$ cat src/rtl/stream_rd_pkg.sv
// Shared types and helpers for the round-robin stream instruction reader.
// Combinational definitions only: no latency, no backpressure.
package stream_rd_pkg;

    typedef enum logic [1:0] {
        ST_IDLE,
        ST_ISSUE,
        ST_WAIT,
        ST_RESP
    } rd_state_e;

    localparam int DEF_ADDR_W = 32;
    localparam int DEF_DATA_W = 128;
    localparam int DEF_LEN_W  = 4;

    function automatic int ch_id_w(input int n);
        return (n > 1) ? $clog2(n) : 1;
    endfunction

endpackage

$ cat src/rtl/rr_arbiter.sv
// Round-robin picker: first request at or after ptr, combinational grant, ptr moves past winner on accept.
// Latency 0 (grant same cycle); holds pointer while advance_i is low.
module rr_arbiter
    import stream_rd_pkg::*;
#(
    parameter int  NUM_CH = 5,
    localparam int ID_W   = ch_id_w(NUM_CH)
) (
    input  logic              clk,
    input  logic              rst,
    input  logic [NUM_CH-1:0] req_i,
    input  logic              advance_i,
    output logic [NUM_CH-1:0] gnt_o,
    output logic [ID_W-1:0]   gnt_id_o,
    output logic              gnt_vld_o
);

    logic [ID_W-1:0] ptr_q, ptr_d;
    logic [ID_W:0]   sum;
    logic [ID_W-1:0] idx;

    always_comb begin
        gnt_o     = '0;
        gnt_id_o  = '0;
        gnt_vld_o = 1'b0;
        sum       = '0;
        idx       = '0;
        for (int i = 0; i < NUM_CH; i++) begin
            sum = {1'b0, ptr_q} + (ID_W+1)'(i);
            if (sum >= (ID_W+1)'(NUM_CH)) begin
                sum = sum - (ID_W+1)'(NUM_CH);
            end
            idx = sum[ID_W-1:0];
            if (!gnt_vld_o && req_i[idx]) begin
                gnt_vld_o  = 1'b1;
                gnt_o[idx] = 1'b1;
                gnt_id_o   = idx;
            end
        end
    end

    always_comb begin
        ptr_d = ptr_q;
        if (advance_i && gnt_vld_o) begin
            ptr_d = (gnt_id_o == ID_W'(NUM_CH-1)) ? '0 : gnt_id_o + 1'b1;
        end
    end

    always_ff @(posedge clk) begin
        if (rst) begin
            ptr_q <= '0;
        end else begin
            ptr_q <= ptr_d;
        end
    end

endmodule

$ cat src/rtl/stream_inst_reader_rr.sv
// Arbitrates NUM_CH burst requesters onto one BRAM read port, one read outstanding; accept->rd_start 1 cycle.
// Response beats hold until the granted channel's rsp_ready; STREAM_RD_TIMEOUT_EN adds a WAIT-state timeout.
module stream_inst_reader_rr
    import stream_rd_pkg::*;
#(
    parameter int NUM_CH      = 5,
    parameter int ADDR_W      = DEF_ADDR_W,
    parameter int DATA_W      = DEF_DATA_W,
    parameter int LEN_W       = DEF_LEN_W,
    parameter int ADDR_STEP   = 1,
    parameter int TIMEOUT_CYC = 255
) (
    input  logic                       clk,
    input  logic                       rst,
    input  logic [NUM_CH-1:0]          req_valid,
    output logic [NUM_CH-1:0]          req_ready,
    input  logic [NUM_CH*ADDR_W-1:0]   req_addr,
    input  logic [NUM_CH*LEN_W-1:0]    req_len,
    output logic [NUM_CH-1:0]          rsp_valid,
    input  logic [NUM_CH-1:0]          rsp_ready,
    output logic [DATA_W-1:0]          rsp_data,
    output logic                       rsp_last,
    output logic                       rsp_err,
    output logic                       rd_start,
    output logic [ADDR_W-1:0]          rd_addr,
    input  logic [DATA_W-1:0]          rd_data,
    input  logic                       rd_done,
    output logic                       busy,
    output logic [ch_id_w(NUM_CH)-1:0] grant_id
);

    localparam int ID_W = ch_id_w(NUM_CH);

    rd_state_e         state_q, state_d;
    logic [ADDR_W-1:0] addr_q, addr_d;
    logic [LEN_W-1:0]  len_q, len_d;
    logic [LEN_W-1:0]  beat_q, beat_d;
    logic [ID_W-1:0]   gid_q, gid_d;
    logic [DATA_W-1:0] data_q, data_d;

    logic [NUM_CH-1:0] arb_gnt;
    logic [ID_W-1:0]   arb_id;
    logic              arb_vld;
    logic              accept;
    logic [ADDR_W-1:0] sel_addr;
    logic [LEN_W-1:0]  sel_len;
    logic              handshake;
    logic              is_last;
    logic              timeout;
    logic              err_q;

    assign accept = (state_q == ST_IDLE) && arb_vld && !rst;

    rr_arbiter #(
        .NUM_CH (NUM_CH)
    ) u_arb (
        .clk       (clk),
        .rst       (rst),
        .req_i     (req_valid),
        .advance_i (accept),
        .gnt_o     (arb_gnt),
        .gnt_id_o  (arb_id),
        .gnt_vld_o (arb_vld)
    );

    always_comb begin
        sel_addr = '0;
        sel_len  = '0;
        for (int i = 0; i < NUM_CH; i++) begin
            if (arb_gnt[i]) begin
                sel_addr = req_addr[i*ADDR_W +: ADDR_W];
                sel_len  = req_len[i*LEN_W +: LEN_W];
            end
        end
    end

    assign handshake = rsp_ready[gid_q];
    assign is_last   = (beat_q == len_q);

`ifdef STREAM_RD_TIMEOUT_EN
    localparam int TO_W = $clog2(TIMEOUT_CYC + 1);

    logic [TO_W-1:0] to_cnt_q, to_cnt_d;
    logic            err_d;

    assign timeout = (to_cnt_q == TO_W'(TIMEOUT_CYC - 1));

    always_comb begin
        to_cnt_d = to_cnt_q;
        err_d    = err_q;
        case (state_q)
            ST_ISSUE: begin
                to_cnt_d = '0;
                err_d    = 1'b0;
            end
            ST_WAIT: begin
                if (!rd_done && timeout) begin
                    err_d = 1'b1;
                end else if (!rd_done) begin
                    to_cnt_d = to_cnt_q + 1'b1;
                end
            end
            default: ;
        endcase
    end

    always_ff @(posedge clk) begin
        if (rst) begin
            to_cnt_q <= '0;
            err_q    <= 1'b0;
        end else begin
            to_cnt_q <= to_cnt_d;
            err_q    <= err_d;
        end
    end
`else
    logic unused_timeout_cfg;

    assign unused_timeout_cfg = ^32'(TIMEOUT_CYC);
    assign timeout            = 1'b0;
    assign err_q              = 1'b0;
`endif

    always_comb begin
        state_d   = state_q;
        addr_d    = addr_q;
        len_d     = len_q;
        beat_d    = beat_q;
        gid_d     = gid_q;
        data_d    = data_q;
        req_ready = '0;
        rd_start  = 1'b0;
        case (state_q)
            ST_IDLE: begin
                if (accept) begin
                    req_ready = arb_gnt;
                    addr_d    = sel_addr;
                    len_d     = sel_len;
                    gid_d     = arb_id;
                    beat_d    = '0;
                    state_d   = ST_ISSUE;
                end
            end
            ST_ISSUE: begin
                rd_start = 1'b1;
                state_d  = ST_WAIT;
            end
            ST_WAIT: begin
                if (rd_done) begin
                    data_d  = rd_data;
                    state_d = ST_RESP;
                end else if (timeout) begin
                    data_d  = '0;
                    state_d = ST_RESP;
                end
            end
            ST_RESP: begin
                // A timed-out beat always ends the burst.
                if (handshake) begin
                    if (is_last || err_q) begin
                        state_d = ST_IDLE;
                    end else begin
                        addr_d  = addr_q + ADDR_W'(ADDR_STEP);
                        beat_d  = beat_q + 1'b1;
                        state_d = ST_ISSUE;
                    end
                end
            end
            default: state_d = ST_IDLE;
        endcase
    end

    always_ff @(posedge clk) begin
        if (rst) begin
            state_q <= ST_IDLE;
            addr_q  <= '0;
            len_q   <= '0;
            beat_q  <= '0;
            gid_q   <= '0;
            data_q  <= '0;
        end else begin
            state_q <= state_d;
            addr_q  <= addr_d;
            len_q   <= len_d;
            beat_q  <= beat_d;
            gid_q   <= gid_d;
            data_q  <= data_d;
        end
    end

    assign rsp_valid = (state_q == ST_RESP) ? (NUM_CH'(1) << gid_q) : '0;
    assign rsp_data  = data_q;
    assign rsp_last  = (state_q == ST_RESP) && (is_last || err_q);
    assign rsp_err   = (state_q == ST_RESP) && err_q;
    assign rd_addr   = addr_q;
    assign busy      = (state_q != ST_IDLE);
    assign grant_id  = gid_q;

endmodule

$ cat config.mk
export PLATFORM = sky130hd
export DESIGN_NAME = stream_inst_reader_rr
export DESIGN_NICKNAME = d
export VERILOG_FILES = /design/src/rtl/stream_rd_pkg.sv /design/src/rtl/rr_arbiter.sv /design/src/rtl/stream_inst_reader_rr.sv
export SDC_FILE = /design/constraint.sdc
export NUM_CORES = 1
export LEC_CHECK = 0
export CORE_AREA = 4 4 190 192
export DETAILED_ROUTE_END_ITERATION = 16
export DIE_AREA = 0 0 194 196
export SLEW_MARGIN = 5
export SYNTH_ARGS = -nofsm -noshare
export SYNTH_HDL_FRONTEND = slang
export SYNTH_SLANG_ARGS = --single-unit
$ cat constraint.sdc
create_clock -name clk -period 7.76 [get_ports clk]
set_clock_uncertainty 0.15 [all_clocks]
set_input_delay 1.552 -clock clk [delete_from_list [all_inputs] [get_ports clk]]
set_output_delay 1.552 -clock clk [all_outputs]
set_load 0.1 [all_outputs]
# Yosys cells after proc, flatten, opt, wreduce, memory -nomap -nowiden
# Index checks and enable logic that the tools add are counted.
# word_totals
word_cells	144
ff_bits	176
output_inout_bits	177
# classes
bitwise_logic	4
addsub	12
reduce_logical	25
eq_ne	9
muxes	70
shift	1
n_lt_le_gt_ge	16
# ops
op	n
$mux 32	8
$pmux 32 s2	1
$mux 5	8
$mux 3	11
$add 32x1->32 const B	1
$mux 4	8
$lt 3x4->1 const B	6
$or 5x5->5	4
$bmux 1 s3	6
$mux 1	18
$ge 4x3->1 const B	4
$demux 1 s3	5
$ge 3x1->1 const B	5
$sub 3x3->3 const B	5
$logic_and 1x1->1	13
$add 3x2->4 const B	2
$pmux 2 s4	1
$pmux 4 s2	1
$mux 2	3
$ne 2x2->1 const B	3
$logic_not 1->1	5
$shl 1x3->5 const A	1
$add 3x1->4 const B	1
$add 3x3->4 const B	1
13 further kinds	16

# Depth between registers and ports, before layout
# Gate-level depths: netlist (run 1).
# logic_depth
word_depth	24
ltp_mapped	19
depth_no_buf	18

# Hierarchy
# Synthesis (run 1) repeated with hierarchy kept, for this count alone.
# unflattened
cells_unflattened	1436
area_unflattened_um2	10903.0
# modules_own_cells
mod	cells_each	instances	area_per_inst_um2	seq_area_each_um2
stream_inst_reader_rr	1189	1	9103.7	3463.3
rr_arbiter	247	1	1799.2	60.1

# Worst setup path after synthesis (run 1)
# Ideal clock, no wire load.
# synth_timing
kind	input-to-output
from	input req_valid[3]
to	output req_ready[0]
path_buffers	2
cell_stages	10
arrival_time_ns	4.431
path_slack_ns	1.627
path_cell_list	clkbuf_1 -> o21ba_2 -> o21ai_1 -> a221o_1 -> o211a_2 -> or4_1 -> o311a_1 -> o21ai_2 -> clkbuf_1 -> and2_1
# synth_via
elab_chain_cells	19
word_cells_on_any_way	36
cone_classes	mux (22); bitwise (4); reduce/logical (10)
# synth_lines
item	line	source
start: declaration	stream_inst_reader_rr.sv:15	input logic [NUM_CH-1:0] req_valid,
$bmux 1 s3	rr_arbiter.sv:34	if (!gnt_vld_o && req_i[idx]) begin
$mux 1 (implied by the code)	rr_arbiter.sv:34	
$mux 1	rr_arbiter.sv:34	
$logic_not 1->1	rr_arbiter.sv:34	
$logic_and 1x1->1	rr_arbiter.sv:34	
$mux 1	rr_arbiter.sv:34	
$logic_not 1->1	rr_arbiter.sv:34	
$logic_and 1x1->1	rr_arbiter.sv:34	
[... 2 more ...]	n/a	
$logic_and 1x1->1	rr_arbiter.sv:34	
$mux 1	rr_arbiter.sv:34	
$logic_not 1->1	rr_arbiter.sv:34	
$logic_and 1x1->1	rr_arbiter.sv:34	
$mux 1	rr_arbiter.sv:34	
$logic_and 1x1->1 (2 in a row)	stream_inst_reader_rr.sv:52	assign accept = (state_q == ST_IDLE) && arb_vld && !rst;
$mux 5 (*)	stream_inst_reader_rr.sv:135	if (accept) begin
$mux 5 (*)	stream_inst_reader_rr.sv:133	case (state_q)
end: declaration	stream_inst_reader_rr.sv:16	output logic [NUM_CH-1:0] req_ready,
# Mark *: on every way between the ends. The rest lies on a longest branch, timed or not. The select of a mux whose other input is x is not followed.

# Worst setup path in the final report (run 1)
# layout_timing
from	input req_valid[3]
to	output req_ready[1]
# The elaborated chain is that of the path after synthesis.

==> results of run 1 <==
-- metal layers --
layer | vias up | wire, µm | GRT usage, %
met5 | - | 0 | 0
met4 | 0 | 1480 | 8.75
met3 | 71 | 2910 | 5.65
met2 | 448 | 22800 | 39.5
met1 | 5144 | 16700 | 23.5
li1 | 5353 | - | -
-- worst max-delay path: cells and delay by family --
| kind | cells | cell delay (ns) |
|---|---|---|
| compound gates | 6 | 1.77 |
| buf+inv | 2 | 1.10 |
| simple gates | 2 | 0.96 |
-- worst min path at each step --
| stage | endpoint | slack, ns | cells past startpoint |
|---|---|---|---|
| 4_1_cts | rsp_data[98] | 0.31 | 2 |
| 5_1_grt | rsp_data[105] | 0.31 | 2 |
| 2_1_floorplan | len_q[0] | 0.31 | 1 |
| 3_5_place_dp | rsp_data[53] | 0.30 | 2 |
| 3_3_place_gp | rsp_data[88] | 0.29 | 2 |
| 6_report | rsp_data[98] | 0.30 | 2 |
-- cell families (layout without fill, tap and decap cells) --
family	count (synthesis)	after routing	share of synthesized area (%)
AND/OR/NAND/NOR	513	513	23.7
adder cells (fa/ha/maj)	17	17	2.33
multiplexers	13	13	1.79
XOR/XNOR	12	12	1.19
AO/OA/AOI/OAI	391	391	28.3
other	1	6	0.0397
flip-flops	176	176	37.3
buffers and inverters	116	570	5.41
-- cells in the final DEF (no fill, tap or decap), types with 16 or more instances in the layout --
cell type | netlist | final
clkdlybuf4s50_1 | 0 | 490
nand2_1 | 318 | 317
dfxtp_1 | 176 | 176
a21oi_1 | 173 | 173
nor2_1 | 53 | 53
a22oi_1 | 43 | 43
and3_1 | 30 | 30
nand3_1 | 27 | 27
inv_1 | 24 | 24
nor3_1 | 24 | 23
buf_4 | 5 | 23
o21ai_0 | 20 | 20
a221oi_1 | 18 | 18
a222oi_1 | 17 | 17
clkbuf_16 | 0 | 17
ha_1 | 16 | 16
-- power by group --
part           leakage [nW]  switching, W  internal, W
Sequential             1.43      0.000131      0.00104
Combinational          3.60       0.00266      0.00124
Clock                 0.301      0.000457     0.000445
Total                  5.33       0.00324      0.00273
-- area by class of cell --
class,instances,area share [%]
well taps,455,3.71
inverters,25,0.611
diodes,5,0.0815
flip-flops and latches,176,23.0
multi-input cells,947,35.5
clock buffers,17,2.77
repair buffers,513,33.1
clock inverters,15,1.30
-- through the flow --
| stage | total power (W) | worst slack [ns] | std cells | cell area [µm²] | util [%] |
|---|---|---|---|---|---|
| after floorplan | 0.00399 | 1.63 | 1239 | 9450 | - |
| after global placement | 0.00508 | 0.728 | 2116 | 14700 | 42.8 |
| after detailed placement | 0.00507 | 0.705 | 2116 | 14700 | 42.8 |
| after CTS | 0.00600 | 0.690 | 2148 | 15300 | 44.6 |
| after global routing | 0.00631 | 0.524 | 2153 | 15400 | 44.7 |
| final | 0.00597 | 0.667 | 2153 | 15400 | 44.7 |
-- flip-flops by register name (all words and copies together), names as in the netlist --
register	cells
rsp_data	128
rd_addr	32
len_q	4
grant_id	3
state_q	2
beat_q	4
u_arb.ptr_q	3
==> flow_summary_export.csv, run 1 <==
group,metric,value,unit
synthesis,ys_ff_latch,176,
clocking,cts_tree,"yes",
routing,vias,11016,
final_layout,area_growth,62.4,%
global_routing,antenna_found_initial,5,
global_routing,grt_use_total,21.5,%
global_routing,grt_pass1_vias,10615,
synthesis,synthTopCellsByArea,"dfxtp_1, nand2_1, a21oi_1",
synthesis,ys.flop_type,"dfxtp_1",
routing,wl_per_cell,20.4,µm
floorplanning,die_area,38000,µm²
synthesis,yosysUniqueCellTypes,82,
worst_setup_path,crit_start,"req_valid[3]",
final_layout,nFillCells,3456,
worst_setup_path,crit_fanout,11,
synthesis,synthArstFlopShare,0,%
routing,drt_first_pass_iters,7,
timing,grt_setup_unrepaired,"false",
run,maxCapViolCount,0,
worst_setup_path,worstRegToRegCells,12,
outcome,status,"finished clean",
timing,setup-violations-final,0,
routing,routed_via_density,5.12,
place,globalplace.congestion,0.901,
worst_setup_path,crit_end,"req_ready[1]",
place,post-dp-hpwl,34000,µm
clocking,insertion_delay,0.44,ns
worst_setup_path,cp.required,6.06,ns
clocking,postCtsResizedCells,0,
global_routing,grt_max_degree,102,
synthesis,synth_cells,1239,
floorplanning,fp-row-count,68,
timing,report.final.slew_viol_count,0,
clocking,clk_pin_slew_worst_paths,0.07,ns
pwr,peakVddDrop,0.182,mV
floorplanning,pin_count,498,
worst_setup_path,path_class,"input port to output port",
worst_setup_path,timing.rr.start,"u_arb.ptr_q[1]",
synthesis,yosys_warnings,0,
timing,finalSetupTns,0,ns
routing,first_iter_violations,724,
worst_setup_path,reg2reg_slack,2.53,ns
worst_hold_path,hp-start,"rsp_data[98]",
timing,hold_violations,0,
clocking,numCtsBuffers,17,
final_layout,seq_area,3520,µm²
floorplanning,dieHeight,196,µm
worst_setup_path,worst_r2r_endpoint,"rd_addr[19]",
timing,slew_headroom,27.6,%
worst_setup_path,cp-start-kind,"input port",
clocking,clock-sinks,176,
synthesis,yosys.area.top_type_share,37.3,%
floorplanning,die_w,194,µm
final_layout,drive_gt1_share,5.20,%
pwr,leakage,5.33,nW
synthesis,synth_area,9450,µm²
clocking,postCtsHoldBufs,0,
worst_setup_path,crit_arrival,5.39,ns
final_layout,multi_input_area,5450,µm²
synthesis,ys_seq_area_share,37.3,%
pwr,power_per_cell_area,389,nW/µm²
worst_hold_path,min_path_type,"register to register",
final_layout,nNetsFinal,2018,
synthesis,synth_largest_area_cell,"dfxtp_1",
worst_setup_path,crit_path_max_incr_delay,0.81,ns
synthesis,synth.avg_cell_area,7.63,µm²
timing,hold_ws,0.305,ns
place,io_buffer_count,496,
synthesis,synth_edf_count,0,
timing,max_freq,141,MHz
routing,wirelength,43900,µm
global_routing,grt_overflow,0,
timing,fin_crit,7.09,ns
synthesis,synth_fp_nets,1577,
synthesis,synth.most_common_cell,"nand2_1",
floorplanning,core_area,34400,µm²
clocking,clk_path_buf_depth,2,
clocking,htree_levels,4,
worst_setup_path,crit_chain,"clkdlybuf4s50_1 > o21ba_2 > o21ai_1 > a221o_1 > o211ai_1 > a211oi_1 > a31o_2 > nor2_1 > and2_1 > buf_4",
timing,worstMarginPinSlew,1.08,ns
worst_setup_path,slowest_stage,"clkdlybuf4s50_1",
clocking,cts-root-buf,"clkbuf_16",
timing,min_period_over_period,91.4,%
routing,final_antenna_net_count,0,
floorplanning,start_util,27.5,%
global_routing,grt_pass1_wl,64300,µm
synthesis,synth_commonest_cells,"nand2_1, dfxtp_1, a21oi_1",
worst_setup_path,cp-end-kind,"output port",
routing,drc_errors,0,
clocking,post_cts_buffers,0,
Note: power is estimated with default switching activity, not from simulation.
==> inputs of run 2 (changes only) <==
--- a/config.mk
+++ b/config.mk
@@ -5,9 +5,9 @@
 export SDC_FILE = /design/constraint.sdc
 export NUM_CORES = 1
 export LEC_CHECK = 0
-export CORE_AREA = 4 4 190 192
+export CORE_AREA = 4 4 193 195
 export DETAILED_ROUTE_END_ITERATION = 16
-export DIE_AREA = 0 0 194 196
+export DIE_AREA = 0 0 197 199
 export SLEW_MARGIN = 5
 export SYNTH_ARGS = -nofsm -noshare
 export SYNTH_HDL_FRONTEND = slang
==> run 2 against run 1 <==
Effect of this change:
- routed wire length down 3.3%
- clock power hardly changed
- highest routed layer is now met5
- critical path depth unchanged
- worst setup slack improved by 0.18 ns
- cell area hardly changed
- power about the same
- largest cell class unchanged
- combinational power barely moved
- worst hold slack lost 0.00078 ns
==> flow_summary_export.csv, run 2 (synthesis gave the netlist of run 1 again) <==
group,metric,value,unit
outcome,status,"finished clean",
pwr,power_per_cell_area,389,nW/µm²
clocking,clk_pin_slew_worst_paths,0.07,ns
routing,drc_errors,0,
worst_setup_path,path_class,"input port to output port",
pwr,peakVddDrop,0.241,mV
place,detailedPlace.worstSlack,0.864,ns
final_layout,area_growth,62.3,%
final_layout,layout_common_cells,"clkdlybuf4s50_1, nand2_1, dfxtp_1",
worst_setup_path,slowest_stage,"clkdlybuf4s50_1",
floorplanning,die_w,197,µm
global_routing,grt_pass1_vias,10787,
final_layout,layout_commonest_cell,"clkdlybuf4s50_1",
worst_setup_path,crit_start,"req_valid[3]",
clocking,htree_levels,4,
routing,drt_first_pass_iters,5,
routing,final_antenna_net_count,0,
routing,routed_via_density,5.07,
timing,fin_crit,6.91,ns
clocking,numCtsBuffers,17,
timing,hold_violations,0,
clocking,insertion_delay,0.43,ns
global_routing,grt_max_degree,94,
timing,worstMarginPinSlew,1.09,ns
worst_setup_path,crit_chain,"clkdlybuf4s50_1 > o21ba_2 > o21ai_1 > a221o_1 > o211ai_1 > a211oi_1 > a31o_2 > nor2_1 > and2_1 > buf_4",
clocking,cts-root-buf,"clkbuf_16",
floorplanning,dieHeight,199,µm
worst_setup_path,timing.rr.start,"u_arb.ptr_q[1]",
final_layout,final_cell_area,15300,µm²
worst_setup_path,reg2reg_slack,2.57,ns
place,globalplace.congestion,0.856,
pwr,leakage,5.31,nW
timing,grt_setup_unrepaired,"false",
worst_setup_path,critical-path-top-delay-family,"compound AO/OA/AOI/OAI gates",
final_layout,fin_cells,2153,
routing,wl_met1,16500,µm
routing,met2_length,21500,µm
timing,finalSetupTns,0,ns
worst_setup_path,cp.required,6.06,ns
clocking,postCtsHoldBufs,0,
clocking,clock-sinks,176,
worst_setup_path,crit_path_max_incr_delay,0.76,ns
floorplanning,die_area,39200,µm²
place,place_area,14700,µm²
timing,hold_ws,0.304,ns
global_routing,grt_use_total,20.2,%
clocking,post_cts_buffers,0,
timing,setup-violations-final,0,
floorplanning,fp-row-count,69,
timing,max_freq,145,MHz
worst_hold_path,min_path_type,"register to register",
routing,vias,10908,
final_layout,nNetsFinal,2016,
worst_setup_path,crit_arrival,5.21,ns
floorplanning,pin_count,498,
clocking,clk_path_buf_depth,2,
timing,min_period_over_period,89.0,%
worst_setup_path,cp_num_buf_inv,2,
global_routing,grt_pass1_wl,63100,µm
global_routing,grt_overflow,0,
clocking,cts_tree,"yes",
timing,slew_headroom,26.8,%
routing,wl_per_cell,19.7,µm
floorplanning,core_area,35400,µm²
routing,highest_layer,"met5",
routing,first_iter_violations,559,
floorplanning,start_util,26.7,%
final_layout,drive_gt1_share,5.09,%
run,maxCapViolCount,0,
worst_setup_path,cp-start-kind,"input port",
timing,setup_slack,0.850,ns
routing,wirelength,42500,µm
place,placed_cells,2120,
final_layout,nFillCells,3622,
worst_setup_path,crit_fanout,11,
place,io_buffer_count,496,
place,post-dp-hpwl,32900,µm
global_routing,antenna_found_initial,3,
clocking,postCtsResizedCells,0,
final_layout,largest_reg_flops,128,
routing,met3_length,3190,µm
timing,report.final.slew_viol_count,0,
worst_hold_path,hp-start,"rsp_data[12]",
worst_setup_path,cp-end-kind,"output port",
-- run 2: changes by cell type in the layout (fill, tap and decap cells not counted), sizes merged --
cell / change
diode: -4
clkinv: -3
buf: -2
clkinvlp: +2
bufinv: +1
-- run 2: power by group --
part,internal [W],switching (W)
clock,0.000468,0.000434
sequential,0.00104,0.000133
combinational,0.00125,0.00265
total,0.00276,0.00321
-- run 2: path summary, 6_finish.rpt --
| kind | to | depth (start not counted) |
|---|---|---|
| worst min register to register | rsp_data[12] | 2 |
| worst min-delay path | rsp_data[12] | 2 |
| worst max-delay path | req_ready[1] | 10 |
| worst max register to register | rd_addr[19] | 13 |
-- run 2: metrics by stage --
stage | util [%] | total power, W
after floorplan | - | 0.00399
after global placement | 41.6 | 0.00510
after detailed placement | 41.6 | 0.00509
after CTS | 43.3 | 0.00601
after global routing | 43.3 | 0.00633
final | 43.3 | 0.00597
-- run 2: routing by layer --
| layer | GRT usage [%] | up-vias |
|---|---|---|
| met2 | 36.9 | 427 |
| met4 | 6.81 | 2 |
| met5 | 0 | - |
| li1 | - | 5351 |
| met3 | 5.10 | 53 |
| met1 | 23.1 | 5075 |
-- run 2: worst register-to-register path, delay by kind of cell (launching register included) --
kind	cells	cell delay [ns]
AOI/OAI and AO/OA	6	1.91
adders and majority gates	2	0.72
buffers and inverters	2	0.54
DFF	1	0.59
and+or+nand+nor	3	1.17
-- run 2: cell type report --
| type | count | area [µm²] | share of cell area (%) |
|---|---|---|---|
| inverters | 25 | 93.8 | 0.612 |
| well taps | 461 | 577 | 3.76 |
| flip-flops and latches | 176 | 3520 | 23.0 |
| clock buffers | 17 | 425 | 2.77 |
| clock inverters | 15 | 188 | 1.22 |
| diodes | 1 | 2.50 | 0.0163 |
| repair buffers | 511 | 5070 | 33.0 |
| multi-input cells | 947 | 5470 | 35.6 |
==> inputs of run 3 (changes only) <==
--- a/config.mk
+++ b/config.mk
@@ -5,9 +5,10 @@
 export SDC_FILE = /design/constraint.sdc
 export NUM_CORES = 1
 export LEC_CHECK = 0
-export CORE_AREA = 4 4 193 195
+export ABC_AREA = 1
+export CORE_AREA = 4 4 191 193
 export DETAILED_ROUTE_END_ITERATION = 16
-export DIE_AREA = 0 0 197 199
+export DIE_AREA = 0 0 195 197
 export SLEW_MARGIN = 5
 export SYNTH_ARGS = -nofsm -noshare
 export SYNTH_HDL_FRONTEND = slang
==> run 3 against run 2 <==
Effect of this change:
- sequential power grew 5%
- die area shrank 2.0%
- power grew 13%
- maximum frequency grew 9.9%
- combinational power grew 20%
- utilization grew 2.3 points
- critical endpoint is now req_ready[4]
==> flow_summary_export.csv, run 3 <==
group,metric,value,unit
global_routing,grt_pass1_wl,67400,µm
synthesis,synth_fp_nets,1937,
clocking,insertion_delay,0.45,ns
synthesis,yosys_warnings,0,
synthesis,synth-simple-area-share,38.2,%
place,post-dp-hpwl,35100,µm
clocking,clk_path_buf_depth,2,
clocking,htree_levels,4,
global_routing,antenna_found_initial,0,
clocking,cts-root-buf,"clkbuf_16",
synthesis,synthArstFlopShare,0,%
pwr,peakVddDrop,0.234,mV
worst_setup_path,reg2reg_slack,2.90,ns
worst_setup_path,cp-end-kind,"output port",
timing,fin_crit,6.29,ns
timing,max_freq,159,MHz
routing,final_antenna_net_count,0,
timing,worstMarginPinSlew,1.13,ns
floorplanning,die_w,195,µm
clocking,postCtsHoldBufs,0,
final_layout,layout_common_cells,"clkdlybuf4s50_1, nor2_1, nand2_1",
final_layout,seq_area,3520,µm²
worst_setup_path,cp-start-kind,"register",
synthesis,synth_top_family_by_area,"simple AND/OR/NAND/NOR gates",
routing,first_iter_violations,565,
timing,setup-violations-final,0,
timing,finalSetupTns,0,ns
routing,wirelength,44800,µm
pwr,leakage,6.44,nW
routing,drt_first_pass_iters,5,
worst_hold_path,min_path_type,"register to register",
clocking,clk_pin_slew_worst_paths,0.07,ns
clocking,cts_tree,"yes",
clocking,numCtsBuffers,17,
run,maxCapViolCount,0,
synthesis,yosysUniqueCellTypes,38,
timing,min_period_over_period,81.0,%
routing,wl_per_cell,17.9,µm
synthesis,synth_edf_count,0,
floorplanning,fp-row-count,68,
synthesis,ys.flop_type,"dfxtp_1",
final_layout,multi_input_area,5660,µm²
worst_setup_path,cp.required,6.06,ns
floorplanning,core_area,34500,µm²
final_layout,drive_gt1_share,4.04,%
timing,grt_setup_unrepaired,"false",
global_routing,grt_overflow,0,
pwr,finalPower,0.00675,W
synthesis,synth.most_common_cell,"nor2_1",
global_routing,grt_pass1_vias,11489,
routing,routed_via_density,4.70,
worst_hold_path,hp-start,"len_q[0]",
clocking,post_cts_buffers,0,
timing,slew_headroom,24.3,%
final_layout,num_antenna_cells,0,
clocking,postCtsResizedCells,0,
worst_setup_path,crit_start,"u_arb.ptr_q[0]",
synthesis,synth_largest_area_cell,"dfxtp_1",
synthesis,synthTopCellsByArea,"dfxtp_1, nor2_1, nand2_1",
synthesis,yosys.area.top_type_share,35.3,%
synthesis,synth_commonest_cells,"nor2_1, nand2_1, dfxtp_1",
routing,drc_errors,0,
floorplanning,start_util,28.9,%
routing,vias,11792,
synthesis,ys_seq_area_share,35.3,%
final_layout,largest_reg_flops,128,
pwr,power_per_cell_area,428,nW/µm²
worst_setup_path,worstRegToRegCells,20,
worst_setup_path,crit_fanout,35,
synthesis,ys_ff_latch,176,
floorplanning,dieHeight,197,µm
final_layout,nNetsFinal,2379,
synthesis,synth_cells,1599,
clocking,clock-sinks,176,
synthesis,synth_area,9980,µm²
global_routing,grt_max_degree,88,
global_routing,grt_use_total,22.2,%
worst_setup_path,timing.rr.start,"u_arb.ptr_q[0]",
synthesis,synth_fa_ha_area_share,2.21,%
timing,hold_violations,0,
worst_setup_path,worst_r2r_endpoint,"rd_addr[23]",
worst_hold_path,whs_endpoint,"len_q[0]",
timing,report.final.slew_viol_count,0,
final_layout,layout_commonest_cell,"clkdlybuf4s50_1",
worst_hold_path,hold_depth,2,
worst_setup_path,crit_arrival,4.59,ns
place,globalplace.congestion,1.03,
synthesis,synth.avg_cell_area,6.24,µm²
synthesis,synthMuxAreaShare,0,%
final_layout,area_growth,58.2,%
synthesis,synth_compound_area_share,13.5,%
floorplanning,pin_count,498,
outcome,status,"finished clean",
place,io_buffer_count,496,
worst_setup_path,path_class,"register to output port",
floorplanning,die_area,38400,µm²
final_layout,nFillCells,3596,
synthesis,synth_xor_area_share,2.71,%
-- run 3: cell types whose count changed in the layout (fill, tap and decap cells not counted), sizes merged, moves of 30 or more --
| cell | previous run | this run |
|---|---|---|
| a21oi | 173 | 99 |
| a22oi | 43 | 2 |
| and3 | 30 | 0 |
| inv | 33 | 116 |
| nand2 | 318 | 360 |
| nand3 | 27 | 109 |
| nor2 | 53 | 387 |
| o21ai | 24 | 157 |
-- run 3: report_power, final --
part | switching (W) | total, W | internal (W)
Sequential | 0.000156 | 0.00124 | 0.00108
Clock | 0.000424 | 0.000851 | 0.000427
Combinational | 0.00343 | 0.00466 | 0.00124
-- run 3: logic make-up (layout without fill, tap and decap cells) --
logic type	Yosys count	after routing
AND/OR/NAND/NOR	914	914
AO/OA/AOI/OAI	264	264
buffers and inverters	197	652
flip-flops	176	176
XOR/XNOR	30	30
adder cells (fa/ha/maj)	17	17
other	1	1
-- run 3: cell type report --
cell class / instances / area share [%]
timing repair buffer: 504 / 31.8
clock inverter: 15 / 0.959
sequential: 176 / 22.3
clock buffer: 17 / 2.70
inverter: 116 / 2.77
tap: 455 / 3.61
multi-input combinational: 1226 / 35.9
-- run 3: metal layers --
layer | global-route usage (%) | wire [µm] | up-vias
met5 | 0 | 0 | -
met1 | 25.1 | 17600 | 5309
met4 | 6.18 | 1110 | 0
met3 | 7.28 | 3510 | 48
met2 | 40.3 | 22600 | 414
li1 | - | - | 6021
-- run 3: per-stage QoR --
stage	hold WS (ns)	cell area, µm²	instances	setup WS (ns)	util (%)
final	0.329	15800	2509	1.47	45.7
after global routing	0.360	15800	2509	0.951	45.7
after CTS	0.326	15800	2509	1.42	45.7
after detailed placement	0.315	15200	2477	1.83	44.0
after global placement	0.312	15200	2477	1.82	44.0
after floorplan	0.302	9980	1599	1.96	-
-- run 3: worst max-delay path, stage by stage (launching register included) --
cell	delay, ns
dfxtp_1	0.79
inv_2	0.22
ha_1	0.29
inv_1	0.07
fa_1	0.15
inv_1	0.09
nand2_1	0.16
inv_1	0.07
a21oi_1	0.32
nor2_1	0.18
nand3_1	0.12
inv_1	0.04
nor2_1	0.14
nand3_1	0.16
nor2_1	0.12
nor2_1	0.08
nand3_1	0.08
buf_4	0.35
inv_1	0.26
nor2_1	0.15
buf_4	0.30
-- run 3: worst max-delay path by stage --
| stage | endpoint | slack (ns) | depth (start not counted) |
|---|---|---|---|
| final | req_ready[4] | 1.47 | 20 |
| after CTS | req_ready[4] | 1.42 | 20 |
| after global placement | req_ready[4] | 1.82 | 16 |
| after global routing | req_ready[4] | 0.95 | 20 |
| after detailed placement | req_ready[4] | 1.83 | 16 |
| after floorplan | req_ready[0] | 1.96 | 15 |
